**config.mk**
```make
export PLATFORM = sky130hd
export DESIGN_NAME = mem_access_unit_flat
export DESIGN_NICKNAME = d
export VERILOG_FILES = /design/src/rtl/mem_access_unit_if.sv /design/src/rtl/mem_access_unit.sv /design/src/flat_wrapper.sv
export SDC_FILE = /design/constraint.sdc
export NUM_CORES = 1
export LEC_CHECK = 0
export CAP_MARGIN = 20
export CORE_AREA = 2 2 160 162
export CTS_CLUSTER_SIZE = 8
export DETAILED_ROUTE_END_ITERATION = 7
export DIE_AREA = 0 0 162 164
export PLACE_DENSITY = 0.69
export SLEW_MARGIN = 20
export SYNTH_ARGS = -nofsm -noshare
export SYNTH_HDL_FRONTEND = slang
export SYNTH_SLANG_ARGS = --single-unit
```
**constraint.sdc**
```tcl
create_clock -name clk -period 1.5 [get_ports clk]
set_input_delay 0.225 -clock clk [delete_from_list [all_inputs] [get_ports clk]]
set_output_delay 0.225 -clock clk [all_outputs]
set_load 0.005 [all_outputs]
```
**src/rtl/mem_access_unit_if.sv**
```systemverilog
// Request, response and SRAM port bundle for the data-memory access unit.
// The CPU side acts as master; the access unit is the slave on the request
// channel and the initiator on the SRAM signals.
//
// Handshake rule for both channels: a transfer happens on a rising clock
// edge where valid and ready are both high. The sender keeps its payload
// stable while valid is high and ready is low. Ready may not depend on valid.
interface mem_access_unit_if;
    logic        req_valid;
    logic        req_ready;
    logic        req_we;
    logic [2:0]  req_funct3;
    logic [63:0] req_addr;
    logic [63:0] req_wdata;

    logic        resp_valid;
    logic        resp_ready;
    logic [63:0] resp_rdata;
    logic        resp_error;

    logic [7:0]  mem_w_en;
    logic [63:0] mem_address;
    logic [63:0] mem_write_data;
    logic [63:0] mem_read_data;

    modport master (
        output req_valid, req_we, req_funct3, req_addr, req_wdata, resp_ready,
        output mem_read_data,
        input  req_ready, resp_valid, resp_rdata, resp_error,
        input  mem_w_en, mem_address, mem_write_data
    );

    modport slave (
        input  req_valid, req_we, req_funct3, req_addr, req_wdata, resp_ready,
        input  mem_read_data,
        output req_ready, resp_valid, resp_rdata, resp_error,
        output mem_w_en, mem_address, mem_write_data
    );
endinterface

```
**src/rtl/mem_access_unit.sv**
```systemverilog
// Data-memory access unit: takes one RV64I load/store at a time, rejects
// misaligned or illegal-funct3 requests without touching memory, drives the
// byte-addressed SRAM for one cycle, and returns extended load data or a
// store acknowledge on the response channel.
module mem_access_unit (
    input  logic              clk,
    input  logic              rst_n,
    mem_access_unit_if.slave  bus,
    output logic [1:0]        dbg_state
);
    typedef enum logic [1:0] {
        IDLE   = 2'd0,
        ACCESS = 2'd1,
        RESP   = 2'd2
    } state_t;

    state_t      state;
    state_t      next_state;

    logic        we_q;
    logic [2:0]  funct3_q;
    logic [63:0] addr_q;
    logic [63:0] wdata_q;
    logic [63:0] rdata_q;
    logic        error_q;

    logic        accept;
    logic        misaligned;
    logic        req_err;

    // SRAM write-size code from the access size (funct3[1:0]).
    function automatic logic [7:0] size_code(input logic [1:0] sz);
        logic [7:0] code;
        unique case (sz)
            2'b00:   code = 8'b0000_0001;
            2'b01:   code = 8'b0000_0011;
            2'b10:   code = 8'b0000_1111;
            default: code = 8'b1111_1111;
        endcase
        return code;
    endfunction

    // Sign/zero extension of the raw SRAM word according to the load type.
    function automatic logic [63:0] load_extend(input logic [2:0] f3, input logic [63:0] raw);
        logic [63:0] res;
        case (f3)
            3'b000:  res = {{56{raw[7]}},  raw[7:0]};
            3'b001:  res = {{48{raw[15]}}, raw[15:0]};
            3'b010:  res = {{32{raw[31]}}, raw[31:0]};
            3'b011:  res = raw;
            3'b100:  res = {56'd0, raw[7:0]};
            3'b101:  res = {48'd0, raw[15:0]};
            3'b110:  res = {32'd0, raw[31:0]};
            default: res = 64'd0;
        endcase
        return res;
    endfunction

    assign accept = (state == IDLE) && bus.req_valid;

    // Request legality: alignment against the access size plus funct3 encoding.
    always_comb begin
        misaligned = 1'b0;
        unique case (bus.req_funct3[1:0])
            2'b00:   misaligned = 1'b0;
            2'b01:   misaligned = bus.req_addr[0];
            2'b10:   misaligned = |bus.req_addr[1:0];
            default: misaligned = |bus.req_addr[2:0];
        endcase
        req_err = misaligned
                | (bus.req_we ? bus.req_funct3[2] : (bus.req_funct3 == 3'b111));
    end

    // State register.
    always_ff @(posedge clk or negedge rst_n) begin
        if (!rst_n) begin
            state <= IDLE;
        end else begin
            state <= next_state;
        end
    end

    // Next-state logic: errors skip the memory cycle entirely.
    always_comb begin
        next_state = state;
        case (state)
            IDLE:    if (accept) next_state = req_err ? RESP : ACCESS;
            ACCESS:  next_state = RESP;
            RESP:    if (bus.resp_ready) next_state = IDLE;
            default: next_state = IDLE;
        endcase
    end

    // Request latch and response capture; only an accepted request updates the latch.
    always_ff @(posedge clk or negedge rst_n) begin
        if (!rst_n) begin
            we_q     <= 1'b0;
            funct3_q <= 3'd0;
            addr_q   <= 64'd0;
            wdata_q  <= 64'd0;
            rdata_q  <= 64'd0;
            error_q  <= 1'b0;
        end else if (accept) begin
            we_q     <= bus.req_we;
            funct3_q <= bus.req_funct3;
            addr_q   <= bus.req_addr;
            wdata_q  <= bus.req_wdata;
            rdata_q  <= 64'd0;
            error_q  <= req_err;
        end else if (state == ACCESS) begin
            rdata_q  <= we_q ? 64'd0 : load_extend(funct3_q, bus.mem_read_data);
        end
    end

    // Write enable decoded from state so an asserted reset removes it at once.
    always_comb begin
        bus.mem_w_en = 8'd0;
        if ((state == ACCESS) && we_q) begin
            bus.mem_w_en = size_code(funct3_q[1:0]);
        end
    end

    assign bus.req_ready      = (state == IDLE);
    assign bus.resp_valid     = (state == RESP);
    assign bus.resp_rdata     = rdata_q;
    assign bus.resp_error     = error_q;
    assign bus.mem_address    = addr_q;
    assign bus.mem_write_data = wdata_q;
    assign dbg_state          = state;
endmodule
```
**src/flat_wrapper.sv**
```systemverilog
// flat-port wrapper written by rule: the top's interface ports become plain ports
module mem_access_unit_flat 
  (clk, rst_n, dbg_state, bus_req_valid, bus_req_we, bus_req_funct3, bus_req_addr, bus_req_wdata, bus_resp_ready, bus_mem_read_data, bus_req_ready, bus_resp_valid, bus_resp_rdata, bus_resp_error, bus_mem_w_en, bus_mem_address, bus_mem_write_data);
  mem_access_unit_if bus_i ();
  input  logic clk;
  input  logic rst_n;
  output logic [1:0] dbg_state;
  input wire logic [$bits(bus_i.req_valid)-1:0] bus_req_valid;
  input wire logic [$bits(bus_i.req_we)-1:0] bus_req_we;
  input wire logic [$bits(bus_i.req_funct3)-1:0] bus_req_funct3;
  input wire logic [$bits(bus_i.req_addr)-1:0] bus_req_addr;
  input wire logic [$bits(bus_i.req_wdata)-1:0] bus_req_wdata;
  input wire logic [$bits(bus_i.resp_ready)-1:0] bus_resp_ready;
  input wire logic [$bits(bus_i.mem_read_data)-1:0] bus_mem_read_data;
  output wire logic [$bits(bus_i.req_ready)-1:0] bus_req_ready;
  output wire logic [$bits(bus_i.resp_valid)-1:0] bus_resp_valid;
  output wire logic [$bits(bus_i.resp_rdata)-1:0] bus_resp_rdata;
  output wire logic [$bits(bus_i.resp_error)-1:0] bus_resp_error;
  output wire logic [$bits(bus_i.mem_w_en)-1:0] bus_mem_w_en;
  output wire logic [$bits(bus_i.mem_address)-1:0] bus_mem_address;
  output wire logic [$bits(bus_i.mem_write_data)-1:0] bus_mem_write_data;
  assign bus_i.req_valid = bus_req_valid;
  assign bus_i.req_we = bus_req_we;
  assign bus_i.req_funct3 = bus_req_funct3;
  assign bus_i.req_addr = bus_req_addr;
  assign bus_i.req_wdata = bus_req_wdata;
  assign bus_i.resp_ready = bus_resp_ready;
  assign bus_i.mem_read_data = bus_mem_read_data;
  assign bus_req_ready = bus_i.req_ready;
  assign bus_resp_valid = bus_i.resp_valid;
  assign bus_resp_rdata = bus_i.resp_rdata;
  assign bus_resp_error = bus_i.resp_error;
  assign bus_mem_w_en = bus_i.mem_w_en;
  assign bus_mem_address = bus_i.mem_address;
  assign bus_mem_write_data = bus_i.mem_write_data;
  mem_access_unit u_core (.clk(clk), .rst_n(rst_n), .bus(bus_i), .dbg_state(dbg_state));
endmodule
```
==> results.md <==
- Status: finished with violations
- Failing checks: negative setup slack
- H-tree depth: 4
- Worst vdd ir: roughly 0.00084 V
- Finished Cell Area: 13400 um^2
- Post-synthesis async set-or-reset flop share: 100%
- Post-Synthesis Cells: around 800
- Input/output buffers: 404
- Worst path cell trace: nor2b_4 -> nand2_2 -> nor2_2 -> buf_6 -> buf_6 -> buf_6
- Post-route setup slack: -0.149 ns
- Die height: around 160 um
- Detailed Route Iter0 Violations: 310
- Cts bufs inserted: 17
- Wire length per cell: ~17 um
- Synth Warn #: 0
- Comb power frac: approximately 40%
- Fin crit share: 110%
- Clock transition at path regs: 0.08 ns
- Reg-to-reg slack, setup: -0.10 ns
- Power per cell area: about 1600 nW/um^2
- Final WL: roughly 26000 um
- Number of global-route vias before repair: about 7500
- Max incr delay on CP: roughly 0.4 ns
- Rows: 58
- DRT Pass-1 Iters: 4
- Slew margin rel.: a little under 80%
- WS Path Type: reg2out
- Net Switching: ~7.4 mW
- DP Area: approximately 13000 um^2
- Remaining DRCs: 0
- CP bufs+invs: 3
- CP Max Fanout: 3
- Max Slew Vio Count: 0
- Number of setup violations in the final report: 161
- Post-synth top area cell: dfrtp_1
- Total Die Area: 26600 um^2
- Slew @ Worst Pin: approximately 0.31 ns
- P_leak: 7.03 nW
- CP Capture Type: output pin
- Fin. Hold Viols: 0
- Top_reg_cell synth: dfrtp_1
- Overall power: 21.6 mW
- Deepest clock path buffer count: 2
- Netlist cell types: 34
- Diode count: 0
- Fin cells: ~1600
- Minimum clock period: ~1.6 ns
- Layout area overhead: 72.2%
- Via density: ~4.6
- Clk_skew: 0.0146 ns
- Clock sink count: between 150 and 200
- Sequential element share of the synthesized area: between 60% and 70%
- Flops & latches, synth: approximately 200
- Synth Net Count: between 900 and 1000
- Final ANT Viol Nets: 0
- DP Cell Count: roughly 1500
- Core Util, Final: between 50% and 60%
- Layout cell share with drive strength beyond 1: 12.9%
- Synth area leaders: dfrtp_1 (64%), nand2_1 (21%), a221o_1 (2.4%), a221o_2 (1.9%), o21ai_0 (1.6%)
- Root Buffer: clkbuf_16
- Avg Synthesized Cell Area: 9.76 um^2
- Hold WC Path Type: in2async
- Most frequent CP cell: buf_6
- Clock Latency Late Sink: between 0.4 and 0.5 ns
- Post-layout net count: approximately 1500
- Pin count of the biggest net entering global routing: 52
- Post-synth top cells: nand2_1 (426), dfrtp_1 (199), o21ai_0 (25)
- Synth Cell Area: 7790 um^2
- Internal power: 14.2 mW
- Max Fclk: ~610 MHz
- Post-synth EDFFs: 0
- Worst path required time: 1.27 ns
- Total core area: approximately 25000 um^2
- Final HPWL DP: 18300 um
- Overall Global Routing Usage: a little under 20%
- Routability cong.: 0.788
- # Max-Cap Violations: 0
- Initial core utilization: a little under a third
- Crit-path leading delay family: flip-flops
- WHS: 0.281 ns
- Sequential Power Share: between 30% and 40%
- Vias: 7273
- CP Launch Type: flip-flop
- First-pass GRT wire length: a little over 40000 um
- Number of primary I/O pins: between 400 and 500
- Unrepaired setup endpoints after global routing: true
- CP Data Arrival Time: approximately 1.4 ns
- Top-count cell post-synth: nand2_1
- Die X: roughly 160 um
- Synth top area share: ~64%
- Initial antenna violation count: 0
- Sw Ratio: around 34%
- Clock power share: 21.2%
- Cell at the slowest stage of the critical path: dfrtp_1
- CTS tree: built
- Total gr overflow: 0
worst paths after layout:
check | depth (start not counted) | end | from
hold / removal | 2 | u_core.bus.resp_rdata[52] | rst_n
max in group asynchronous | 3 | u_core.bus.mem_address[31] | rst_n
min in group clk | 3 | u_core.bus.mem_write_data[44] | bus_req_wdata[44]
setup reg to reg | 6 | u_core.bus.resp_rdata[59] | u_core.funct3_q[0]
hold reg to reg | 2 | u_core.bus.mem_address[55] | u_core.bus.mem_address[55]
setup / recovery | 6 | bus_mem_w_en[6] | u_core.dbg_state[1]
power groups by stage:
stage	Combinational (mW)	Clock (mW)	Sequential [mW]
finish	8.66	4.57	8.36
global route	9.56	4.94	8.62
CTS	8.69	4.70	8.36
detailed placement	9.22	0	8.52
global placement	9.11	0	8.45
floorplan	2.95	0	8.63
through the flow:
step / setup slack, ns / TNS (ns)
floorplan: 0.0425 / 0
global placement: -0.193 / -13.22
detailed placement: -0.223 / -14.29
CTS: -0.204 / -12.66
global route: -0.228 / -24.97
finish: -0.149 / -8.93
area by class of cell:
class	instances	area [um^2]
Clock buffer	19	443
Clock inverter	13	135
Fill cell	2274	11400
Inverter	1	3.75
Multi-Input combinational cell	548	2630
Sequential cell	199	4980
Tap cell	330	413
Timing Repair Buffer	487	4800
layout by cell type (no fill, tap or decap), types with 2 or more instances in the layout:
master / instances
dfrtp_1: 198
clkbuf_16: 17
o21ai_1: 21
or3_4: 4
nor3_4: 2
a21oi_1: 24
o21ai_0: 5
buf_2: 3
inv_6: 8
clkdlybuf4s50_1: 198
a221o_2: 13
nand2_1: 423
buf_8: 3
clkinv_8: 3
clkbuf_8: 2
and3_4: 2
dlygate4sd2_1: 195
buf_4: 50
buf_12: 17
nor2_1: 4
a22o_1: 8
nor4b_4: 2
buf_6: 12
nor2b_1: 2
buf_16: 6
nor2_2: 4
a221o_1: 19
layer usage:
metal  up-vias  wire length [um]  GRT usage (%)
met5         -                 0              0
met1      3458             10800           24.7
met4         0               663           7.04
met2       294             12800           33.0
li1       3481                 -              -
met3        40              2070           5.83
cells by family after synthesis:
kind of cell    Yosys count  share of synthesized area [%]
mux                       1                          0.289
simple gates            449                           23.0
flops                   199                           64.0
compound gates           95                           8.98
buf+inv                  54                           3.78
state kept, by name, indices dropped and copies added, names as in the netlist:
register,flops
u_core.bus.resp_rdata,64
u_core.funct3_q,3
u_core.dbg_state,2
u_core.bus.mem_address,64
u_core.we_q,1
u_core.bus.resp_error,1
u_core.bus.mem_write_data,64
timing repair:
item	4_1_cts	5_1_grt
gates cloned	8	0
setup endpoints to repair	290	209
gates resized for setup	289	12
setup buffers	30	2
hold buffers	1	0
pin swaps	9	3
hold endpoints to repair	28	0
(Power assumes the default switching activity.)
